## config.mk

```make
export PLATFORM = sky130hd
export DESIGN_NAME = de0_operand_entry
export DESIGN_NICKNAME = d
export VERILOG_FILES = /design/src/rtl/de0_entry_pkg.sv /design/src/rtl/btn_debounce.sv /design/src/rtl/de0_operand_entry.sv
export SDC_FILE = /design/constraint.sdc
export NUM_CORES = 1
export LEC_CHECK = 0
export ABC_AREA = 1
export CAP_MARGIN = 20
export CORE_ASPECT_RATIO = 0.6
export CORE_MARGIN = 3
export CORE_UTILIZATION = 40
export CTS_CLUSTER_SIZE = 40
export DETAILED_ROUTE_END_ITERATION = 6
export HOLD_SLACK_MARGIN = 0.08
export PLACE_DENSITY_LB_ADDON = 0.25
export REMOVE_ABC_BUFFERS = 1
export SYNTH_ARGS = -nofsm -noshare
export SYNTH_HDL_FRONTEND = slang
export SYNTH_SLANG_ARGS = --single-unit
export TNS_END_PERCENT = 5
```

## constraint.sdc

```tcl
create_clock -name clk -period 4.6 [get_ports clk]
set_clock_uncertainty 0.1 [all_clocks]
set_input_delay 0.69 -clock clk [delete_from_list [all_inputs] [get_ports clk]]
set_output_delay 0.69 -clock clk [all_outputs]
set_load 0.02 [all_outputs]
```

## src/rtl/de0_entry_pkg.sv

```systemverilog
// Shared definitions for the DE0 operand-entry block: operand width, FSM
// state encoding and the 4-bit saturation limits.
package de0_entry_pkg;

    localparam int W_DEF = 4;

    typedef enum logic [1:0] {
        ST_EDIT_X = 2'd0,
        ST_EDIT_Y = 2'd1,
        ST_SHOW   = 2'd2
    } state_t;

    localparam logic [W_DEF-1:0] SMAX = 4'h7;
    localparam logic [W_DEF-1:0] SMIN = 4'h8;
    localparam logic [W_DEF-1:0] UMAX = 4'hF;
    localparam logic [W_DEF-1:0] UMIN = 4'h0;

endpackage

```

## src/rtl/btn_debounce.sv

```systemverilog
// One pushbutton path: 2-flop synchroniser, stability counter, debounced
// level and a registered one-cycle pulse on each debounced press.
module btn_debounce #(
    parameter int DEBOUNCE_CYCLES = 50000
) (
    input  logic clk,
    input  logic rst,
    input  logic raw,
    output logic press
);

    localparam int CW = (DEBOUNCE_CYCLES > 1) ? $clog2(DEBOUNCE_CYCLES) : 1;

    logic          meta;
    logic          sync;
    logic          level;
    logic          level_d;
    logic [CW-1:0] cnt;

    // NOTE: every register here is state, so all use <=; blocking writes would
    // let sync see this cycle's meta and collapse the two-flop synchroniser.
    always_ff @(posedge clk or posedge rst) begin
        if (rst) begin
            meta    <= 1'b0;
            sync    <= 1'b0;
            level   <= 1'b0;
            level_d <= 1'b0;
            cnt     <= '0;
            press   <= 1'b0;
        end else begin
            meta    <= raw;
            sync    <= meta;
            level_d <= level;
            press   <= level & ~level_d;
            if (sync == level) begin
                cnt <= '0;
            end else if (cnt == CW'(DEBOUNCE_CYCLES - 1)) begin
                level <= sync;
                cnt   <= '0;
            end else begin
                cnt <= cnt + 1'b1;
            end
        end
    end

endmodule

```

## src/rtl/de0_operand_entry.sv

```systemverilog
// Operand entry for the DE0 comparator: three debounced buttons drive an
// EDIT_X -> EDIT_Y -> SHOW editor with saturating inc/dec of the shown value.
module de0_operand_entry
    import de0_entry_pkg::*;
#(
    parameter int W               = W_DEF,
    parameter int DEBOUNCE_CYCLES = 50000
) (
    input  logic         clk,
    input  logic         rst,
    input  logic         btn_inc,
    input  logic         btn_dec,
    input  logic         btn_enter,
    input  logic         negselect,
    output logic [W-1:0] cur,
    output logic         sel_y,
    output logic [W-1:0] X,
    output logic [W-1:0] Y,
    output logic         valid,
    output logic         done
);

    localparam logic [W-1:0] S_MAX = {1'b0, {(W-1){1'b1}}};
    localparam logic [W-1:0] S_MIN = {1'b1, {(W-1){1'b0}}};
    localparam logic [W-1:0] U_MAX = '1;
    localparam logic [W-1:0] U_MIN = '0;

    logic         inc_p;
    logic         dec_p;
    logic         enter_p;
    logic [W-1:0] hi_lim;
    logic [W-1:0] lo_lim;
    logic [W-1:0] stepped;
    state_t       state;

    btn_debounce #(.DEBOUNCE_CYCLES(DEBOUNCE_CYCLES)) u_inc (
        .clk(clk), .rst(rst), .raw(btn_inc), .press(inc_p)
    );
    btn_debounce #(.DEBOUNCE_CYCLES(DEBOUNCE_CYCLES)) u_dec (
        .clk(clk), .rst(rst), .raw(btn_dec), .press(dec_p)
    );
    btn_debounce #(.DEBOUNCE_CYCLES(DEBOUNCE_CYCLES)) u_enter (
        .clk(clk), .rst(rst), .raw(btn_enter), .press(enter_p)
    );

    // NOTE: stepped gets its default first so no path through this block
    // leaves it unassigned and infers a latch.
    always_comb begin
        hi_lim  = negselect ? S_MAX : U_MAX;
        lo_lim  = negselect ? S_MIN : U_MIN;
        stepped = cur;
        if (inc_p && !dec_p && cur != hi_lim) begin
            stepped = cur + 1'b1;
        end else if (dec_p && !inc_p && cur != lo_lim) begin
            stepped = cur - 1'b1;
        end
    end

    always_ff @(posedge clk or posedge rst) begin
        if (rst) begin
            state <= ST_EDIT_X;
            cur   <= '0;
            sel_y <= 1'b0;
            X     <= '0;
            Y     <= '0;
            valid <= 1'b0;
            done  <= 1'b0;
        end else begin
            done <= 1'b0;
            // enter wins over inc/dec arriving in the same cycle
            case (state)
                ST_EDIT_X: begin
                    if (enter_p) begin
                        X     <= cur;
                        cur   <= Y;
                        sel_y <= 1'b1;
                        state <= ST_EDIT_Y;
                    end else begin
                        cur <= stepped;
                    end
                end
                ST_EDIT_Y: begin
                    if (enter_p) begin
                        Y     <= cur;
                        valid <= 1'b1;
                        done  <= 1'b1;
                        sel_y <= 1'b0;
                        state <= ST_SHOW;
                    end else begin
                        cur <= stepped;
                    end
                end
                ST_SHOW: begin
                    if (enter_p) begin
                        valid <= 1'b0;
                        cur   <= X;
                        state <= ST_EDIT_X;
                    end
                end
                default: state <= ST_EDIT_X;
            endcase
        end
    end

endmodule

```

==> qor_table.md, run 1 <==
| Metric | Value | Unit |
| --- | --- | --- |
| Cell variety after synth | 37 | - |
| Number of clock sinks seen by CTS | 80 | - |
| R2R Path End | cur[1] | - |
| Height of the chip | 83.8 | um |
| Power density over the cells | 324 | mW/mm^2 |
| Worst slack after detailed placement | 2.33 | ns |
| Max transition margin | 50.1 | % |
| Family of cells with the greatest summed delay on the critical path | buffers and inverters | - |
| Hold Crit Class | flip-flop to flip-flop | - |
| Clock-pin slew reported for the worst setup and hold paths after clock tree synthesis | 0.06 | ns |
| Antenna diodes | 0 | - |
| GP Congestion | 0.856 | - |
| Total overflow reported by the global router | 0 | - |
| Final worst setup slack | 2.33 | ns |
| Total standard cell area after synthesis | 0.00404 | mm^2 |
| Pin count of the biggest net entering global routing | 59 | - |
| Final hold vios | 0 | - |
| Count of standard-cell rows | 27 | - |
| Hold-fix buffers, CTS | 0 | - |
| Worst-path cell chain | clkdlybuf4s50_1 | - |
| Cell chosen for the clock root | clkbuf_16 | - |
| Max-cap violations | 0 | - |
| Post-detailed-placement half-perimeter wirelength | 5860 | um |
| Number of violations reported at the end of detailed-routing iteration 0 | 274 | - |
| Total CTS buffers | 9 | - |
| Run status | finished with violations | - |
| Wire length of the first global-routing pass | 14300 | um |
| Termination of the worst setup path | cur[2] | - |
| Initial Utilization | 42.5 | % |
| Number of buffer and inverter stages on the critical path | 1 | - |
| Pin slew with the least headroom to its limit | 0.743 | ns |
| Part of the total power dissipated in the clock network | 50.0 | % |
| Number of setup buffers added after CTS | 0 | - |
| Synthesized-area fraction occupied by ao, oa, aoi and oai cells | 8.65 | % |
| Die boundary width | 136 | um |
| Max incr delay on CP | 0.66 | ns |
| CP Max Fanout | 8 | - |
| Placeable core area | 0.00949 | mm^2 |
| Avg Cell Area, Syn | 8.34 | um^2 |
| Mux share of post-synthesis cell area | 0 | % |
| Top FF cell, synth | dfrtp_1 | - |
| Cell with the biggest individual delay on the critical path | clkdlybuf4s50_1 | - |
| Unrepaired setup endpoints after global routing | no | - |
| Path length in cells of the critical path | 1 | - |
| Count of final max-slew check failures | 0 | - |
| Required time worst endpoint | 3.81 | ns |
| Part of the cycle the worst path needs | 49.3 | % |
| Number of global-route vias before repair | 2923 | - |
| H-tree depth | 3 | - |
| Violations in the final reports | design-rule violations | - |
| TritonCTS clock tree | yes | - |
| Number of vias after detailed routing | 3188 | - |
| Floorplan die area | 0.0114 | mm^2 |
| Switching component of the power | 304 | uW |
| Count of flip-flops with a built-in enable after synthesis | 0 | - |
| Synth Instances | 484 | - |
| Count of cells resized by post-cts repair | 0 | - |
| Reg-to-reg setup timing slack | 2.61 | ns |
| Initial antenna violation count | 0 | - |
| Adder and majority cell fraction of the synthesized area | 2.48 | % |
| DRC violation count after routing | 2 | - |
| Worst Path Arrival | 1.48 | ns |
| Part of the power in combinational logic | 3.0 | % |
| Worst R2R Start | cur[0] | - |
| Via density per instance | 4.92 | - |
| Number of cell instances on the worst register-to-register path | 14 | - |
| IR Drop Worst-Case VDD | 0.182 | mV |
| Post-Synth XOR/XNOR Area | 3.26 | % |
| Port bufs | 20 | - |
| NumNets Final | 528 | - |
| Combinational family with the most area after synthesis | simple AND/OR/NAND/NOR gates | - |
| Router iterations before antenna repair | 7 | - |
| WHS Path Cells | 0 | - |
| Area fraction in and, or, nand and nor cells after synthesis | 29.5 | % |
| Launching element type of the critical path | flip-flop | - |
| Peak Freq | 441 | MHz |
| Layout Area Growth over Synthesis | 17.6 | % |
| Internal Power | 1.23 | mW |
| Wire length per cell after detailed routing | 12.4 | um |
| Path type of the worst setup path | flip-flop to output port | - |
| Crit. End Element | output port | - |
| Total negative slack | 0 | ns |
| Post-synthesis sequential area ratio | 49.6 | % |
| Gr usage total | 15.6 | % |
| Synth Register Bits | 80 | - |
| Switching Share | 19.8 | % |
| Maximum count of clock buffers along a single path | 2 | - |
| Sequential Power Share | 46.9 | % |
| Leakage power | 2.09 | nW |
| Ratio of cells with drive above 1 in the final layout | 11.2 | % |
| I/O pin count | 21 | - |
| Post-DRT Antenna Nets | 0 | - |
| Insertion delay of the later-clocked pin in the worst-skew pair | 0.33 | ns |
| Overall power consumption | 1.53 | mW |
| Wire length after detailed routing | 8060 | um |
| Clock period minus worst slack | 2.27 | ns |
| Yosys warning total | 0 | - |
| Final setup violation count | 0 | - |
| Launching instance or port of the critical path | cur[2] | - |
| Async set or reset register ratio after synthesis | 100 | % |
==> per-layer routing <==
metal,vias up,track usage [%],wire [um]
li1,1627,-,-
met1,1477,24.9,4440
met2,80,19.9,3140
met3,4,5.24,438
met4,0,3.57,45
met5,-,0,0
==> cells in the mapped netlist, types with 7 or more instances <==
master   number  area, um^2
o21ai_0      27         135
nor2_1       65         244
nand2_1      93         349
xor2_1        9        78.8
nor2_2        9        56.3
ha_1          8         100
a21oi_1      23         115
dfrtp_1      80        2000
nand4_1       7        43.8
nor3_1        7        35.0
inv_2         7        26.3
nand3_1      36         180
inv_1        58         218
==> per-stage QoR <==
| step | util [%] | hold WS, ns | instances | cell area, um^2 |
|---|---|---|---|---|
| after floorplan | - | 0.231 | 481 | 4020 |
| after global placement | 46.3 | 0.260 | 632 | 4390 |
| after detailed placement | 46.3 | 0.251 | 632 | 4390 |
| after CTS | 49.7 | 0.272 | 647 | 4720 |
| after global routing | 50.0 | 0.278 | 648 | 4740 |
| final | 50.0 | 0.268 | 648 | 4740 |
==> kinds of logic after synthesis <==
group	Yosys count
and+or+nand+nor	248
buffers and inverters	70
adders and majority gates	8
AOI/OAI and AO/OA	63
DFF	80
xor gates and xnor gates	15
==> worst min-delay path by stage <==
stage / startpoint / endpoint
2_1_floorplan: u_dec.meta / u_dec.sync
3_3_place_gp: u_inc.meta / u_inc.sync
3_5_place_dp: u_inc.meta / u_inc.sync
4_1_cts: u_inc.meta / u_inc.sync
5_1_grt: u_inc.meta / u_inc.sync
6_report: u_inc.meta / u_inc.sync
==> worst register-to-register path, cell delays in order, from the launching register on <==
cell and delay, ns:
dfrtp_1 0.45, inv_1 0.18, ha_1 0.17, inv_1 0.05, nor2_1 0.13, nand3_1 0.17, nand2_1 0.14, nand2_1 0.06
nand3_1 0.09, nand3_1 0.09, nand2_1 0.08, nand2_1 0.05, nand2_1 0.07, nand2_1 0.05, nand2_1 0.05
==> power by group through the flow <==
stage | sequential [mW] | combinational [mW] | clock (mW)
after CTS | 0.720 | 0.0455 | 0.787
after detailed placement | 0.733 | 0.0453 | 0
after global placement | 0.733 | 0.0448 | 0
final | 0.720 | 0.0467 | 0.768
after global routing | 0.721 | 0.0556 | 0.824
after floorplan | 0.731 | 0.0311 | 0
==> cell usage in the layout, fill, tap and decap left out, drive strengths merged, types with 4 or more instances in the layout <==
cell type,instances
nor3,14
nor2,77
xnor2,6
nand2,98
nand3,41
dfrtp,80
ha,8
xor2,9
nor4,5
a21oi,23
clkinv,4
nand4,7
inv,64
clkdlybuf4s50,20
clkbuf,12
o21ai,29
==> area by class of cell <==
type / count / area, um^2
repair buffers: 22 / 235
well taps: 130 / 163
fillers: 880 / 4750
clock buffers: 12 / 256
flip-flops and latches: 80 / 2000
clock inverters: 3 / 65.1
multi-input cells: 334 / 1770
inverters: 67 / 253
==> state kept, by name (all words and copies together) (netlist names), 2 cells and up <==
name / cells
u_inc.cnt: 16
Y: 4
cur: 4
X: 4
u_dec.cnt: 16
u_enter.cnt: 16
state: 2
No activity file was read; power rests on OpenSTA's default activity.
==> run 2: changes to the inputs <==
==> constraint.sdc (replaced) <==
create_clock -name clk -period 2.3 [get_ports clk]
set_clock_uncertainty 0.1 [all_clocks]
set_input_delay 0.345 -clock clk [delete_from_list [all_inputs] [get_ports clk]]
set_output_delay 0.345 -clock clk [all_outputs]
set_load 0.02 [all_outputs]
==> run 2 against run 1 <==
  * Power up 85%
  * Die area did not move
  * Critical endpoint is now cur[3]
  * The run now ends clean
  * Clock power up 71%
  * Sequential share of layout area is 0.43 points higher
  * Largest cell class unchanged
  * Combinational power is 100% higher
  * Flip-flop and latch count unchanged
  * Register-to-register slack worse by 2.3 ns
  * Cell count is 0.15% higher
  * Non-clock buffer count increased by 1
  * Critical path depth is 12 higher
==> qor_table.md, run 2 (synthesis results as in run 1) <==
| Metric | Value | Unit |
| --- | --- | --- |
| Run status | finished clean | - |
| Number of setup buffers added after CTS | 0 | - |
| I/O pin count | 21 | - |
| Insertion delay of the later-clocked pin in the worst-skew pair | 0.33 | ns |
| Pin count of the biggest net entering global routing | 45 | - |
| H-tree depth | 3 | - |
| Final core utilization | 49.5 | % |
| Hold Crit Class | input port to async pin | - |
| Leading cell type in the layout, fill and taps excluded | nand2_1 | - |
| Post-DRT Antenna Nets | 0 | - |
| Largest registers in the final layout | u_dec.cnt (16), u_enter.cnt (16), u_inc.cnt (16) | - |
| IR Drop Worst-Case VDD | 0.461 | mV |
| Path type of the worst setup path | flip-flop to flip-flop | - |
| Launching element type of the critical path | flip-flop | - |
| Wire length after detailed routing | 8260 | um |
| Hold-fix buffers, CTS | 0 | - |
| Layout Area Growth over Synthesis | 16.4 | % |
| Worst R2R Start | cur[1] | - |
| Number of vias after detailed routing | 3212 | - |
| Port bufs | 20 | - |
| Worst slack after detailed placement | 0.364 | ns |
| Top Metal Used | met4 | - |
| Reg-to-reg setup timing slack | 0.35 | ns |
| WL met2 | 3240 | um |
| Count of standard-cell rows | 27 | - |
| Antenna diodes | 0 | - |
| CP Max Fanout | 7 | - |
| Number of violations reported at the end of detailed-routing iteration 0 | 250 | - |
| Number of fill cells | 919 | - |
| DRC violation count after routing | 0 | - |
| Worst Path Arrival | 2.06 | ns |
| TritonCTS clock tree | yes | - |
| Dpl cells | 634 | - |
| Final Cell Area | 0.00470 | mm^2 |
| Leakage power | 2.07 | nW |
| Count of cells resized by post-cts repair | 0 | - |
| Peak Freq | 514 | MHz |
| Initial Utilization | 42.5 | % |
| Final worst setup slack | 0.354 | ns |
| Maximum count of clock buffers along a single path | 2 | - |
| Hold slack | 0.162 | ns |
| Clock-pin slew reported for the worst setup and hold paths after clock tree synthesis | 0.06 | ns |
| Power density over the cells | 606 | mW/mm^2 |
| Count of final max-slew check failures | 0 | - |
| Floorplan die area | 0.0114 | mm^2 |
| Die boundary width | 136 | um |
| Max transition margin | 68.9 | % |
| Part of the cycle the worst path needs | 84.6 | % |
| Instance area after placement | 0.00442 | mm^2 |
| Overall power consumption | 2.85 | mW |
| Cell chosen for the clock root | clkbuf_16 | - |
| Number of clock sinks seen by CTS | 80 | - |
| NumNets Final | 529 | - |
| Wire length of the first global-routing pass | 14500 | um |
| Gr usage total | 15.7 | % |
| Via density per instance | 4.95 | - |
| Leading cell types in the layout, fill and taps excluded | nand2_1, dfrtp_1, nor2_1 | - |
| GP Congestion | 0.850 | - |
| Post-detailed-placement half-perimeter wirelength | 6010 | um |
| Total length of routed met3 wires | 431 | um |
| Height of the chip | 83.8 | um |
| Total CTS buffers | 9 | - |
| Number of global-route vias before repair | 3063 | - |
| Max-cap violations | 0 | - |
| Number of cell instances on the worst register-to-register path | 13 | - |
| Final hold vios | 0 | - |
| Crit. End Element | flip-flop | - |
| Initial antenna violation count | 0 | - |
| Wire length the detailed router placed on met1 | 4480 | um |
| Final setup violation count | 0 | - |
| Wire length per cell after detailed routing | 12.7 | um |
| Unrepaired setup endpoints after global routing | no | - |
| Total overflow reported by the global router | 0 | - |
| Router iterations before antenna repair | 5 | - |
| Clock period minus worst slack | 1.95 | ns |
| R2R Path End | cur[3] | - |
| Pin slew with the least headroom to its limit | 0.463 | ns |
| Ratio of cells with drive above 1 in the final layout | 11.4 | % |
| Total negative slack | 0 | ns |
| Placeable core area | 0.00949 | mm^2 |
| Cell Count, Final, Fillers Out | 649 | - |
| Required time worst endpoint | 2.41 | ns |
-- run 2: cell count changes in the layout (fill, tap and decap cells not counted) --
cell        before  now
buf_12           0    1
buf_16           1    0
buf_4            1    2
bufinv_16        2    0
clkinv_2         2    3
clkinvlp_4       0    1
-- run 2: cell type report --
| class | instances | area [um^2] | area share [%] |
|---|---|---|---|
| Timing Repair Buffer | 23 | 235 | 5.01 |
| Sequential cell | 80 | 2000 | 42.6 |
| Clock buffer | 12 | 256 | 5.46 |
| Tap cell | 130 | 163 | 3.46 |
| Inverter | 67 | 253 | 5.38 |
| Multi-Input combinational cell | 334 | 1770 | 37.7 |
| Clock inverter | 3 | 17.5 | 0.373 |
-- run 2: where the power goes --
group	switching (mW)	internal, mW
Sequential	0.0145	1.43
Clock	0.533	0.780
Combinational	0.0607	0.0332
Total	0.608	2.24
-- run 2: how the worst max path moves through the flow --
stage / start / endpoint / slack [ns] / cells after the start
finish: cur[1] / cur[3] / 0.35 / 13
global placement: negselect / cur[0] / 0.42 / 10
floorplan: rst / X[0] / -0.20 / 1
global route: cur[1] / cur[3] / 0.13 / 13
detailed placement: negselect / cur[0] / 0.36 / 10
CTS: cur[2] / cur[2] / 0.38 / 1
-- run 2: worst max-delay path: stages, from the launching register on --
cell and delay, ns:
dfrtp_1 0.46, inv_1 0.16, ha_1 0.16, inv_1 0.04
nor2_1 0.14, nand3_1 0.16, nand2_1 0.11, nand2_1 0.09
nand2_1 0.10, nand2_1 0.06, nand3_1 0.07, nand2_1 0.06
nand2_1 0.06, a21oi_1 0.07
-- run 2: per-layer routing --
layer	GRT usage, %	up-vias
met3	4.64	12
met4	4.39	0
met5	0	-
li1	-	1620
met2	20.8	77
met1	24.5	1503
==> run 3: changes to the inputs <==
==> constraint.sdc (replaced) <==
create_clock -name clk -period 1.7 [get_ports clk]
set_clock_uncertainty 0.1 [all_clocks]
set_input_delay 0.255 -clock clk [delete_from_list [all_inputs] [get_ports clk]]
set_output_delay 0.255 -clock clk [all_outputs]
set_load 0.02 [all_outputs]
==> run 3 against run 2 <==
  * The run now ends with negative setup slack left
  * Largest cell class unchanged
  * Combinational power is 92% higher
  * Routed wire length is 9.8% higher
  * Setup slack worse by 0.41 ns
  * Critical path type unchanged
==> qor_table.md, run 3 (synthesis results as in run 1) <==
| Metric | Value | Unit |
| --- | --- | --- |
| Run status | finished with violations | - |
| Violations in the final reports | negative setup slack | - |
| Number of vias after detailed routing | 3408 | - |
| Path type of the worst setup path | flip-flop to flip-flop | - |
| Initial Utilization | 42.5 | % |
| Pin count of the biggest net entering global routing | 24 | - |
| Final setup violation count | 5 | - |
| Max-cap violations | 0 | - |
| Number of global-route vias before repair | 3141 | - |
| IR Drop Worst-Case VDD | 0.562 | mV |
| DRC violation count after routing | 0 | - |
| Post-detailed-placement half-perimeter wirelength | 6240 | um |
| Final worst setup slack | -0.0607 | ns |
| Worst slack after detailed placement | -0.186 | ns |
| Final Cell Area | 0.00524 | mm^2 |
| Placeable core area | 0.00949 | mm^2 |
| Leading cell type in the layout, fill and taps excluded | nand2_1 | - |
| Max transition margin | 71.5 | % |
| Total overflow reported by the global router | 0 | - |
| Wire length per cell after detailed routing | 13.2 | um |
| Worst Path Arrival | 1.93 | ns |
| I/O pin count | 21 | - |
| Clock-pin slew reported for the worst setup and hold paths after clock tree synthesis | 0.06 | ns |
| R2R Path End | cur[1] | - |
| Launching element type of the critical path | flip-flop | - |
| Initial antenna violation count | 0 | - |
| Crit. End Element | flip-flop | - |
| Wire length after detailed routing | 9070 | um |
| Part of the cycle the worst path needs | 104 | % |
| Number of clock sinks seen by CTS | 80 | - |
| CP Max Fanout | 4 | - |
| Hold Crit Class | input port to async pin | - |
| TritonCTS clock tree | yes | - |
| Post-DRT Antenna Nets | 0 | - |
| Wire length of the first global-routing pass | 14800 | um |
| Total CTS buffers | 9 | - |
| Instance area after placement | 0.00466 | mm^2 |
| Via density per instance | 4.95 | - |
| Leading cell types in the layout, fill and taps excluded | nand2_1, dfrtp_1, nor2_1 | - |
| Ratio of cells with drive above 1 in the final layout | 23.4 | % |
| Unrepaired setup endpoints after global routing | yes | - |
| Power density over the cells | 758 | mW/mm^2 |
| Peak Freq | 568 | MHz |
| Die boundary width | 136 | um |
| Antenna diodes | 0 | - |
| Router iterations before antenna repair | 5 | - |
| H-tree depth | 3 | - |
| Pin slew with the least headroom to its limit | 0.428 | ns |
| Cell Count, Final, Fillers Out | 689 | - |
| Reg-to-reg setup timing slack | -0.06 | ns |
| Cell chosen for the clock root | clkbuf_16 | - |
| Gr usage total | 16.2 | % |
| Insertion delay of the later-clocked pin in the worst-skew pair | 0.33 | ns |
| Port bufs | 20 | - |
| Clock period minus worst slack | 1.76 | ns |
| Leakage power | 2.42 | nW |
| Hold-fix buffers, CTS | 0 | - |
| NumNets Final | 568 | - |
| Height of the chip | 83.8 | um |
| GP Congestion | 0.882 | - |
| Largest registers in the final layout | u_dec.cnt (16), u_enter.cnt (16), u_inc.cnt (16) | - |
| Required time worst endpoint | 1.87 | ns |
| Count of standard-cell rows | 27 | - |
| Number of violations reported at the end of detailed-routing iteration 0 | 287 | - |
| Worst R2R Start | cur[1] | - |
| Floorplan die area | 0.0114 | mm^2 |
| Number of cell instances on the worst register-to-register path | 13 | - |
| Count of final max-slew check failures | 0 | - |
| Final hold vios | 0 | - |
| Maximum count of clock buffers along a single path | 2 | - |
| Layout Area Growth over Synthesis | 29.8 | % |
| Dpl cells | 662 | - |
## run 3: cell count changes in the layout (fill, tap and decap cells not counted), sizes merged
cell           change
dlymetal6s2s       +3
clkdlybuf4s50     -12
dlygate4sd2        +9
clkinv             +1
buf               +39
clkbuf             +1
clkinvlp           -1
## run 3: cell type report
class,instances,area [um^2]
Clock buffer,13,270
Clock inverter,3,15.0
Fill cell,838,4260
Inverter,67,253
Multi-Input combinational cell,334,1980
Sequential cell,80,2000
Tap cell,130,163
Timing Repair Buffer,62,553
## run 3: worst max-delay path by stage
stage	startpoint	slack (ns)	cells past startpoint	endpoint
5_1_grt	u_enter.cnt[1]	-0.16	10	u_enter.cnt[10]
4_1_cts	cur[0]	-0.03	13	cur[1]
3_3_place_gp	negselect	-0.09	10	cur[0]
6_report	cur[1]	-0.06	13	cur[1]
2_1_floorplan	rst	-0.71	1	X[0]
3_5_place_dp	negselect	-0.19	10	cur[0]
## run 3: where the power goes
part	total, mW	switching, mW	leakage (nW)	internal, mW
sequential	1.95	0.0212	1.08	1.93
clock	1.84	0.737	0.145	1.10
combinational	0.180	0.101	1.20	0.0794
total	3.97	0.859	2.42	3.11
## run 3: stage by stage
stage	setup TNS, ns	util, %	hold slack, ns	total power, mW
floorplan	-56.78	-	0.186	2.06
global placement	-0.265	49.1	0.232	2.14
detailed placement	-0.726	49.1	0.235	2.14
CTS	-0.0554	52.2	0.132	4.00
global route	-2.02	55.2	0.165	4.13
finish	-0.139	55.2	0.128	3.97
## run 3: per-layer routing
metal  GRT usage [%]  part of all wire (%)  vias to the layer above
li1                -                     -                     1711
met1            24.7                    51                     1593
met2            22.1                    42                       94
met3            4.46                   5.6                       10
met4            5.12                   1.1                        0
met5               0                     0                        -
## run 3: what timing repair did
action | CTS | global route
hold endpoints to repair | 0 | 0
buffers inserted | 0 | 11
pin swaps | 0 | 18
endpoints found under the setup margin | 19 | 39
resized for setup | 20 | 45
cloned | 0 | 0
## run 3: critical path, stage by stage (launching register included)
cell,delay (ns)
dfrtp_1,0.42
inv_2,0.11
ha_4,0.13
inv_2,0.04
nor2_4,0.13
nand3_4,0.12
nand2_4,0.11
nand2_2,0.06
nand3_2,0.08
nand2_1,0.07
a21o_1,0.16
nand2_1,0.06
nand2_1,0.05
nand2_1,0.06
